==> config.mk <==
export PLATFORM = sky130hd
export DESIGN_NAME = rtc_read_scheduler
export DESIGN_NICKNAME = d
export VERILOG_FILES = /design/src/rtl/rtc_pkg.sv /design/src/rtl/frame_tick_counter.sv /design/src/rtl/rtc_read_scheduler.sv
export SDC_FILE = /design/constraint.sdc
export NUM_CORES = 1
export LEC_CHECK = 0
export ABC_AREA = 1
export BUFFER_PORTS_ARGS = -buffer_cell sky130_fd_sc_hd__buf_2
export CORE_MARGIN = 2
export CORE_UTILIZATION = 60
export DETAILED_ROUTE_END_ITERATION = 7
export PLACE_DENSITY_LB_ADDON = 0.2
export REMOVE_ABC_BUFFERS = 1
export SLEW_MARGIN = 20
export SYNTH_ARGS = -nofsm -noshare
export SYNTH_HDL_FRONTEND = slang
export SYNTH_HIERARCHICAL = 1
export SYNTH_SLANG_ARGS = --single-unit
==> constraint.sdc <==
create_clock -name clk -period 3.2 [get_ports clk]
set_input_delay 0 -clock clk [delete_from_list [all_inputs] [get_ports clk]]
set_output_delay 0 -clock clk [all_outputs]
set_load 0.02 [all_outputs]
==> src/rtl/rtc_pkg.sv <==
// rtl/rtc_pkg.sv - shared constants, state encoding and address table for the RTC read scheduler
package rtc_pkg;

  localparam int NUM_REGS = 9;
  localparam int IDX_W    = 4;

  typedef enum logic [2:0] {
    IDLE,
    REQ,
    REL,
    WAIT_VS,
    COMMIT,
    ERR
  } state_e;

  // RTC register address for each shadow slot, in read order
  function automatic logic [7:0] addr_of(input logic [IDX_W-1:0] idx);
    case (idx)
      4'd0:    addr_of = 8'h21;
      4'd1:    addr_of = 8'h22;
      4'd2:    addr_of = 8'h23;
      4'd3:    addr_of = 8'h24;
      4'd4:    addr_of = 8'h25;
      4'd5:    addr_of = 8'h26;
      4'd6:    addr_of = 8'h41;
      4'd7:    addr_of = 8'h42;
      4'd8:    addr_of = 8'h43;
      default: addr_of = 8'h00;
    endcase
  endfunction

endpackage

==> src/rtl/frame_tick_counter.sv <==
// rtl/frame_tick_counter.sv - vsync edge detector and modulo frame counter issuing refresh starts
module frame_tick_counter
  import rtc_pkg::*;
#(
  parameter int REFRESH_FRAMES = 30,
  parameter bit VS_ACTIVE      = 1'b0
) (
  input  logic clk_i,
  input  logic rst_ni,
  input  logic vsync_i,
  input  logic enable_i,
  output logic frame_tick_o,
  output logic start_req_o
);

  localparam int CNT_W = (REFRESH_FRAMES > 1) ? $clog2(REFRESH_FRAMES) : 1;
  localparam logic [CNT_W-1:0] LAST = CNT_W'(REFRESH_FRAMES - 1);

  logic             vs_sync_q;
  logic             vs_prev_q;
  logic [CNT_W-1:0] cnt_q;
  logic [CNT_W-1:0] cnt_d;
  logic             wrap;

  // Register vsync once, keep one more stage for edge detection; reset to the
  // active level so a vsync already in retrace at release gives no tick
  always_ff @(posedge clk_i or negedge rst_ni) begin
    if (!rst_ni) begin
      vs_sync_q <= VS_ACTIVE;
      vs_prev_q <= VS_ACTIVE;
    end else begin
      vs_sync_q <= vsync_i;
      vs_prev_q <= vs_sync_q;
    end
  end

  assign frame_tick_o = (vs_sync_q == VS_ACTIVE) && (vs_prev_q != VS_ACTIVE);
  assign wrap         = frame_tick_o && (cnt_q == LAST);
  assign start_req_o  = wrap && enable_i;

  // Count every tick regardless of scheduler activity, wrapping at the period
  always_comb begin
    cnt_d = cnt_q;
    if (frame_tick_o) begin
      cnt_d = wrap ? '0 : cnt_q + 1'b1;
    end
  end

  // Frame counter register
  always_ff @(posedge clk_i or negedge rst_ni) begin
    if (!rst_ni) begin
      cnt_q <= '0;
    end else begin
      cnt_q <= cnt_d;
    end
  end

endmodule

==> src/rtl/rtc_read_scheduler.sv <==
// rtl/rtc_read_scheduler.sv - periodic RTC register reader with vsync-aligned atomic display commit
module rtc_read_scheduler
  import rtc_pkg::*;
#(
  parameter int REFRESH_FRAMES = 30,
  parameter int TIMEOUT        = 1023,
  parameter bit VS_ACTIVE      = 1'b0
) (
  input  logic       clk,
  input  logic       reset,
  input  logic       vsync,
  input  logic       enable,
  output logic       rd_req,
  output logic [7:0] rd_addr,
  input  logic       rd_ack,
  input  logic [7:0] rd_data,
  output logic [7:0] R_Dia_Fecha,
  output logic [7:0] R_Mes_Fecha,
  output logic [7:0] R_Ano_Fecha,
  output logic [7:0] R_Hora_Hora,
  output logic [7:0] R_Hora_Minutos,
  output logic [7:0] R_Hora_Segundos,
  output logic [7:0] R_Cronometro_Hora,
  output logic [7:0] R_Cronometro_Minutos,
  output logic [7:0] R_Cronometro_Segundo,
  output logic       busy,
  output logic       update_pulse,
  output logic       timeout_err
);

  localparam int TMO_W = $clog2(TIMEOUT + 1);
  localparam logic [TMO_W-1:0] TMO_LAST = TMO_W'(TIMEOUT - 1);
  localparam logic [IDX_W-1:0] IDX_LAST = IDX_W'(NUM_REGS - 1);

  state_e           state_q, state_d;
  logic [IDX_W-1:0] idx_q, idx_d;
  logic [TMO_W-1:0] tmo_q, tmo_d;
  logic             err_q, err_d;
  logic             capture;
  logic             commit;
  logic             frame_tick;
  logic             start_req;

  logic [7:0] shadow_q [NUM_REGS];
  logic [7:0] disp_q   [NUM_REGS];

  frame_tick_counter #(
    .REFRESH_FRAMES(REFRESH_FRAMES),
    .VS_ACTIVE     (VS_ACTIVE)
  ) u_frame_tick (
    .clk_i       (clk),
    .rst_ni      (reset),
    .vsync_i     (vsync),
    .enable_i    (enable),
    .frame_tick_o(frame_tick),
    .start_req_o (start_req)
  );

  // Handshake sequencing, per-edge timeout and commit decision
  always_comb begin
    state_d = state_q;
    idx_d   = idx_q;
    tmo_d   = tmo_q;
    err_d   = err_q;
    capture = 1'b0;
    commit  = 1'b0;
    case (state_q)
      IDLE: begin
        // starts are dropped rather than queued; never raise rd_req into a high ack
        if (start_req && !rd_ack) begin
          state_d = REQ;
          idx_d   = '0;
          tmo_d   = '0;
        end
      end
      REQ: begin
        if (rd_ack) begin
          capture = 1'b1;
          state_d = REL;
          tmo_d   = '0;
        end else if (tmo_q == TMO_LAST) begin
          state_d = ERR;
          err_d   = 1'b1;
        end else begin
          tmo_d = tmo_q + 1'b1;
        end
      end
      REL: begin
        if (!rd_ack) begin
          if (idx_q == IDX_LAST) begin
            state_d = WAIT_VS;
          end else begin
            idx_d   = idx_q + 1'b1;
            state_d = REQ;
            tmo_d   = '0;
          end
        end else if (tmo_q == TMO_LAST) begin
          state_d = ERR;
          err_d   = 1'b1;
        end else begin
          tmo_d = tmo_q + 1'b1;
        end
      end
      WAIT_VS: begin
        // only a tick seen while already waiting counts, so the commit lands in retrace
        if (frame_tick) begin
          state_d = COMMIT;
          commit  = 1'b1;
          err_d   = 1'b0;
        end
      end
      COMMIT: begin
        state_d = IDLE;
      end
      ERR: begin
        if (!rd_ack) begin
          state_d = IDLE;
        end
      end
      default: begin
        state_d = IDLE;
      end
    endcase
  end

  // Control state registers
  always_ff @(posedge clk or negedge reset) begin
    if (!reset) begin
      state_q <= IDLE;
      idx_q   <= '0;
      tmo_q   <= '0;
      err_q   <= 1'b0;
    end else begin
      state_q <= state_d;
      idx_q   <= idx_d;
      tmo_q   <= tmo_d;
      err_q   <= err_d;
    end
  end

  // Shadow capture on each ack, and all-at-once copy to the display outputs
  always_ff @(posedge clk or negedge reset) begin
    if (!reset) begin
      for (int i = 0; i < NUM_REGS; i++) begin
        shadow_q[i] <= 8'h00;
        disp_q[i]   <= 8'h00;
      end
    end else begin
      if (capture) begin
        shadow_q[idx_q] <= rd_data;
      end
      if (commit) begin
        for (int i = 0; i < NUM_REGS; i++) begin
          disp_q[i] <= shadow_q[i];
        end
      end
    end
  end

  assign rd_req       = (state_q == REQ);
  assign rd_addr      = rd_req ? addr_of(idx_q) : 8'h00;
  assign busy         = (state_q != IDLE);
  assign update_pulse = (state_q == COMMIT);
  assign timeout_err  = err_q;

  assign R_Hora_Segundos      = disp_q[0];
  assign R_Hora_Minutos       = disp_q[1];
  assign R_Hora_Hora          = disp_q[2];
  assign R_Dia_Fecha          = disp_q[3];
  assign R_Mes_Fecha          = disp_q[4];
  assign R_Ano_Fecha          = disp_q[5];
  assign R_Cronometro_Segundo = disp_q[6];
  assign R_Cronometro_Minutos = disp_q[7];
  assign R_Cronometro_Hora    = disp_q[8];

endmodule

==> impl_metrics.env, run 1 <==
export IMPL_track_usage=0.238
export IMPL_totalNegativeSetupSlack_ns=0
export IMPL_rows=40
export IMPL_design_area_sq_um=8410
export IMPL_syn_cell_area_sq_um=7220
export IMPL_postCtsResizedCells=0
export IMPL_maxUsedRoutingLayer="met4"
export IMPL_die_x_microns=114
export IMPL_met1_length_microns=6470
export IMPL_crit_chain="inv_1 -> nand4_4 -> buf_4 -> mux2_2"
export IMPL_final_layout_size_suffix_gt1_frac=0.303
export IMPL_crit_path_max_incr_delay_ns=0.69
export IMPL_worstMarginPinSlew_ns=0.888
export IMPL_netlist_instances=663
export IMPL_cts_tree="done"
export IMPL_crit_required_ns=3.50
export IMPL_diodes=0
export IMPL_wirelength_microns=14400
export IMPL_min_period_ns=2.30
export IMPL_fin_cells=919
export IMPL_avgSynthCellArea_sq_um=10.9
export IMPL_clock_tree_buffer_depth=2
export IMPL_max_cap_violations=0
export IMPL_wl_per_cell_microns=15.7
export IMPL_hp_class="in -> reg"
export IMPL_place_hpwl_microns=9640
export IMPL_core_area_sq_um=11900
export IMPL_synth_flop_cell="dfrtp_1"
export IMPL_io_pins=97
export IMPL_ys_ff_latch=169
export IMPL_post_dp_cell_area_sq_um=7790
export IMPL_drc=0
export IMPL_async_flop_share=1.00
export IMPL_area_growth_pct=16.3
export IMPL_finClkSkew_ns=0.00666
export IMPL_crit_family="buffers and inverters"
export IMPL_placedCellCount=885
export IMPL_status="finished, final reports clean"
export IMPL_grt_overflow_total=0
export IMPL_dr_wl_met2_microns=7040
export IMPL_cts_root_buf="clkbuf_16"
export IMPL_ir_worst_vdd_mv=0.632
export IMPL_io_buffers=93
export IMPL_dieArea_sq_um=12900
export IMPL_antenna_found_initial=0
export IMPL_drtIter0Drc=298
export IMPL_ys_seq_area_frac=0.585
export IMPL_crit_arrival_ns=2.60
export IMPL_clk_pin_slew_ns=0.06
export IMPL_htree_num_levels=4
export IMPL_slew_headroom=0.407
export IMPL_grt_max_degree=88
export IMPL_p_leak_nw=4.44
export IMPL_grt_pass1_vias=4897
export IMPL_cp_end_kind="flip-flop"
export IMPL_cpMaxStageDelayCell="nand4_4"
export IMPL_wl_met3_microns=634
export IMPL_cp_buffers_inverters=2
export IMPL_vias=4989
export IMPL_path_max_fanout=46
export IMPL_cts_made_buffers=17
export IMPL_cp_start_kind="flip-flop"
export IMPL_rsz0062_at_grt="no"
export IMPL_yosys_warnings=6
export IMPL_final_period_utilization=0.719
export IMPL_setup_violations=0
export IMPL_whs_ns=0.0552
export IMPL_synth_edff_count=0
export IMPL_final_nets=781
export IMPL_fmax_ghz=0.435
export IMPL_die_height_microns=114
export IMPL_antenna_left=0
export IMPL_grt_pass1_wl_microns=23900
export IMPL_powerDensity_nw_per_um2=729
export IMPL_synth_distinct_cells=34
export IMPL_firstDrtPassIters=4
export IMPL_cts_sinks=169
export IMPL_path_class="reg -> reg"
export IMPL_drv_slew=0
export IMPL_viasPerCell=5.43
export IMPL_clkLatencyLatePin_ns=0.42
export IMPL_hold_viol_final=0
export IMPL_start_util=0.609
export IMPL_gp_congestion=0.890
## registers in the layout, summed over array words and instances, names as in the netlist, 3 cells and up
signal / cells
tmo_q: 10
R_Hora_Segundos: 8
R_Ano_Fecha: 8
state_q: 3
u_frame_tick/cnt_q: 5
R_Cronometro_Hora: 8
R_Cronometro_Minutos: 8
R_Hora_Hora: 8
R_Hora_Minutos: 8
R_Cronometro_Segundo: 8
shadow_q: 72
R_Mes_Fecha: 8
idx_q: 4
R_Dia_Fecha: 8
## through the flow
step	power, mW	util	setup WS [ns]
6_report	6.12	0.709	0.900
4_1_cts	6.16	0.709	0.888
3_5_place_dp	4.13	0.657	0.908
2_1_floorplan	3.66	-	0.507
5_1_grt	6.45	0.709	0.733
3_3_place_gp	4.06	0.657	0.962
## tightest hold or removal path, cell delays in order
cell and delay (ns):
buf_2 0.08, inv_1 0.18, o21ai_2 0.18
## final timing paths
| path | cells after the start | end | slack (ns) | from |
|---|---|---|---|---|
| max | 4 | R_Hora_Minutos[4]$_DFFE_PN0P_ | 0.90 | state_q[2]$_DFFE_PN0P_ |
| max in group asynchronous | 3 | R_Hora_Segundos[7]$_DFFE_PN0P_ | 2.15 | reset |
| min reg2reg | 2 | shadow_q[57]$_DFFE_PN0P_ | 0.48 | shadow_q[57]$_DFFE_PN0P_ |
| min | 3 | shadow_q[57]$_DFFE_PN0P_ | 0.06 | rd_data[1] |
| min in group asynchronous | 2 | shadow_q[53]$_DFFE_PN0P_ | 0.21 | reset |
| max reg2reg | 4 | R_Hora_Minutos[4]$_DFFE_PN0P_ | 0.90 | state_q[2]$_DFFE_PN0P_ |
## synthesized netlist by cell type (all sizes together) (4+ instances only)
master | count | area (sq um)
nand3 | 38 | 255
nor2 | 32 | 163
clkbuf | 4 | 15.0
nand2 | 160 | 608
mux2 | 72 | 811
a21oi | 5 | 25.0
nor3 | 5 | 40.0
nand4 | 12 | 141
o21ai | 85 | 452
ha | 8 | 100
buf | 21 | 143
dfrtp | 169 | 4230
inv | 43 | 161
## cells in the final DEF, fill, tap and decap left out, drive strengths merged, types with 5 or more instances in the layout
| cell | synthesis | final |
|---|---|---|
| clkinv | 0 | 5 |
| dfrtp | 169 | 169 |
| mux2 | 72 | 72 |
| nor3 | 5 | 5 |
| nand3 | 38 | 38 |
| buf | 21 | 98 |
| ha | 8 | 8 |
| clkbuf | 4 | 22 |
| nor2 | 32 | 32 |
| nand4 | 12 | 12 |
| o21ai | 85 | 85 |
| inv | 43 | 43 |
| a21oi | 5 | 5 |
| nand2 | 160 | 160 |
## kinds of logic after synthesis
| kind of cell | count (synthesis) | share of synthesized area |
|---|---|---|
| simple gates | 250 | 0.172 |
| flops | 169 | 0.585 |
| compound gates | 91 | 0.0672 |
| mux | 72 | 0.112 |
| buf+inv | 68 | 0.0442 |
| fa+ha+maj | 8 | 0.0139 |
| xor+xnor | 4 | 0.00485 |
| other cells | 1 | 0.000519 |
## per-layer routing
layer,global-route usage,vias up
met2,0.379,121
met3,0.0600,25
li1,-,2403
met1,0.322,2440
met5,0,-
met4,0.0821,0
## layout make-up
type	instances	area (sq um)
clock inverters	9	123
fillers	872	3460
clock buffers	22	464
well taps	147	184
repair buffers	101	552
flip-flops and latches	169	4230
inverters	43	161
multi-input cells	428	2690
## where the power goes
group	total [mW]	switching [mW]	internal (mW)
Clock	2.03	0.769	1.26
Combinational	1.40	0.911	0.490
Sequential	2.70	0.231	2.47
Total	6.12	1.91	4.21
## repair_timing
action | 4_1_cts | 5_1_grt
buffers inserted | 0 | 0
endpoints found under the hold margin | 94 | 0
hold buffers | 3 | 0
setup endpoints to repair | 0 | 0
No activity file was read; power rests on OpenSTA's default activity.
==> run 2: changes to the inputs <==
--- a/config.mk
+++ b/config.mk
@@ -5,10 +5,10 @@
 export SDC_FILE = /design/constraint.sdc
 export NUM_CORES = 1
 export LEC_CHECK = 0
-export ABC_AREA = 1
+export ABC_AREA = 0
 export BUFFER_PORTS_ARGS = -buffer_cell sky130_fd_sc_hd__buf_2
 export CORE_MARGIN = 2
-export CORE_UTILIZATION = 60
+export CORE_UTILIZATION = 57
 export DETAILED_ROUTE_END_ITERATION = 7
 export PLACE_DENSITY_LB_ADDON = 0.2
 export REMOVE_ABC_BUFFERS = 1
==> constraint.sdc (replaced) <==
create_clock -name clk -period 2.4 [get_ports clk]
set_input_delay 0 -clock clk [delete_from_list [all_inputs] [get_ports clk]]
set_output_delay 0 -clock clk [all_outputs]
set_load 0.02 [all_outputs]
==> run 2 against run 1 <==
Net effect: synthesized cell count fell by 24%; wire length fell by 5.2%; via count shrank 13%; design area fell by 0.83%; sequential cell count did not move; power increased by 26%; non-clock buffer count is 13 higher; sequential power rose by 33%; final cell count shrank 14%.
==> impl_metrics.env, run 2 <==
export IMPL_cts_sinks=169
export IMPL_p_switching_mw=2.27
export IMPL_crit_family="simple AND/OR/NAND/NOR gates"
export IMPL_path_class="reg -> reg"
export IMPL_totalPowerFinal_mw=7.74
export IMPL_largest_register_ff_count=72
export IMPL_cp_num_cells=7
export IMPL_yosys_warnings=6
export IMPL_crit_end="tmo_q[5]$_DFFE_PN0P_"
export IMPL_top_regs="shadow_q x72, tmo_q x10"
export IMPL_fill_cells=862
export IMPL_ir_worst_vdd_mv=0.459
export IMPL_start_util=0.585
export IMPL_hold_viol_final=0
export IMPL_design_area_sq_um=8340
export IMPL_synth_flop_cell="dfrtp_1"
export IMPL_fin_cells=794
export IMPL_synth_distinct_cells=59
export IMPL_clk_pin_slew_ns=0.06
export IMPL_status="finished, final reports clean"
export IMPL_yosysTopAreaCellShare=0.599
export IMPL_grt_pass1_vias=4387
export IMPL_post_dp_cell_area_sq_um=7690
export IMPL_cts_tree="done"
export IMPL_r2r_slack_ns=0.08
export IMPL_setup_violations=0
export IMPL_max_cap_violations=0
export IMPL_path_max_fanout=7
export IMPL_final_layout_size_suffix_gt1_frac=0.458
export IMPL_min_path_cells=2
export IMPL_grt_overflow_total=0
export IMPL_startpoint="idx_q[0]$_DFFE_PN0P_"
export IMPL_largest_register="shadow_q"
export IMPL_worstMarginPinSlew_ns=0.562
export IMPL_wl_per_cell_microns=17.2
export IMPL_min_period_ns=2.32
export IMPL_yosys_top_cells_count="dfrtp_1 (169), mux2_2 (143), nor2_1 (17)"
export IMPL_cp_start_kind="flip-flop"
export IMPL_core_area_sq_um=12100
export IMPL_place_hpwl_microns=9050
export IMPL_final_period_utilization=0.968
export IMPL_grt_max_degree=73
export IMPL_crit_arrival_ns=2.67
export IMPL_crit_required_ns=2.74
export IMPL_internal_power_mw=5.47
export IMPL_viasPerCell=5.46
export IMPL_slew_headroom=0.626
export IMPL_clock_tree_buffer_depth=2
export IMPL_cp_buffers_inverters=1
export IMPL_crit_chain="inv_1 -> ha_1 -> nor4bb_1 -> or3_4 -> and2_4 -> or4_1 -> a21oi_1"
export IMPL_r2r_end="tmo_q[5]$_DFFE_PN0P_"
export IMPL_synth_most_common_cell="dfrtp_1"
export IMPL_grt_pass1_wl_microns=22300
export IMPL_antenna_left=0
export IMPL_track_usage=0.222
export IMPL_hp_class="in -> reg"
export IMPL_powerDensity_nw_per_um2=928
export IMPL_cts_root_buf="clkbuf_16"
export IMPL_worstRegToRegCells=7
export IMPL_p_sw_frac=0.293
export IMPL_firstDrtPassIters=4
export IMPL_dieArea_sq_um=13300
export IMPL_die_x_microns=115
export IMPL_avgSynthCellArea_sq_um=14.0
export IMPL_async_flop_share=1.00
export IMPL_gp_congestion=0.829
export IMPL_die_height_microns=115
export IMPL_area_growth_pct=18.1
export IMPL_drv_slew=0
export IMPL_cpMaxStageDelayCell="or4_1"
export IMPL_seq_power_share=0.465
export IMPL_diodes=0
export IMPL_crit_path_max_incr_delay_ns=0.49
export IMPL_vias=4338
export IMPL_fin_util=0.691
export IMPL_cts_made_buffers=17
export IMPL_fmax_ghz=0.430
export IMPL_final_nets=636
export IMPL_netlist_instances=506
export IMPL_whs_ns=0.0136
export IMPL_io_buffers=93
export IMPL_power_frac_comb=0.223
export IMPL_ys_ff_latch=169
export IMPL_drtIter0Drc=319
export IMPL_final_common_cell="dfrtp_1"
export IMPL_io_pins=97
export IMPL_synth_top_area_cell="dfrtp_1"
export IMPL_synth_edff_count=0
export IMPL_layout_common_cells="dfrtp_1 (169), mux2_2 (143), buf_2 (92)"
export IMPL_rsz0062_at_grt="yes"
export IMPL_synth_area_top_cells="dfrtp_1 (60%), mux2_2 (23%), ha_1 (1.4%), buf_2 (0.99%), nor2_1 (0.90%)"
export IMPL_htree_num_levels=4
export IMPL_p_leak_nw=4.34
export IMPL_placedCellCount=752
export IMPL_syn_cell_area_sq_um=7060
export IMPL_finClkSkew_ns=0.00412
export IMPL_rows=40
export IMPL_clkLatencyLatePin_ns=0.42
export IMPL_clkPwrFrac=0.312
export IMPL_ys_seq_area_frac=0.599
export IMPL_reg2reg_from="idx_q[0]$_DFFE_PN0P_"
export IMPL_drc=0
export IMPL_antenna_found_initial=0
export IMPL_wirelength_microns=13700
export IMPL_cp_end_kind="flip-flop"
==> run 2: cell count changes after synthesis, moves of 5 or more <==
cell     before  now
nor3_1        2    8
nand2_1     157   10
nand3_1      31   11
a21oi_1       5   11
o21ai_1      66    1
nor2_1       28   17
o21ai_2       7    0
a22o_1        0    5
mux2_2       72  143
inv_1        38   11
==> run 2: power by group through the flow <==
stage | registers [mW] | logic [mW] | clock network [mW]
after floorplan | 3.71 | 1.06 | 0
after global placement | 3.60 | 1.64 | 0
after detailed placement | 3.63 | 1.71 | 0
after CTS | 3.59 | 1.73 | 2.47
after global routing | 3.66 | 1.90 | 2.60
final | 3.59 | 1.73 | 2.42
==> run 2: cells by family (layout without fill, tap and decap cells) <==
family,count (synthesis),in the layout,synth area share
XOR/XNOR,3,3,0.00372
flip-flops,169,169,0.599
buffers and inverters,38,156,0.0275
multiplexers,147,147,0.234
other,1,3,0.000531
AND/OR/NAND/NOR,88,88,0.0720
adder cells (fa/ha/maj),8,8,0.0142
AO/OA/AOI/OAI,52,52,0.0489
==> run 2: area by class of cell <==
cell class / instances / area (sq um) / share of cell area
Clock buffer: 28 / 507 / 0.0608
Clock inverter: 2 / 12.5 / 0.00150
Inverter: 12 / 45.0 / 0.00540
Multi-Input combinational cell: 301 / 2650 / 0.318
Sequential cell: 169 / 4230 / 0.507
Tap cell: 168 / 210 / 0.0252
Timing Repair Buffer: 114 / 679 / 0.0815
==> run 2: routing by layer <==
layer,track usage,wire length [microns],up-vias
met3,0.0474,485,25
met4,0.104,361,0
li1,-,-,2026
met1,0.293,6130,2182
met2,0.354,6690,105
met5,0,0,-
==> run 2: what timing repair did <==
action	CTS	global route
endpoints found under the setup margin	0	6
gates resized for setup	0	5
setup buffers	0	2
hold buffers	10	0
hold endpoints to repair	122	0
==> run 2: worst min path at each step <==
stage                from                    endpoint  slack, ns
2_1_floorplan       reset  R_Ano_Fecha[0]$_DFFE_PN0P_      -0.30
3_3_place_gp        reset  R_Ano_Fecha[6]$_DFFE_PN0P_      -0.01
3_5_place_dp        reset  R_Ano_Fecha[6]$_DFFE_PN0P_     0.0008
4_1_cts        rd_data[4]    shadow_q[36]$_DFFE_PN0P_      0.009
5_1_grt        rd_data[4]    shadow_q[12]$_DFFE_PN0P_       0.02
6_report       rd_data[4]     shadow_q[4]$_DFFE_PN0P_       0.01
==> run 2: stage by stage <==
stage               setup TNS, ns  setup slack (ns)
global placement                0             0.172
finish                          0            0.0767
detailed placement              0            0.0435
global route              -0.0221           -0.0221
floorplan                 -114.14             -1.57
CTS                             0            0.0203
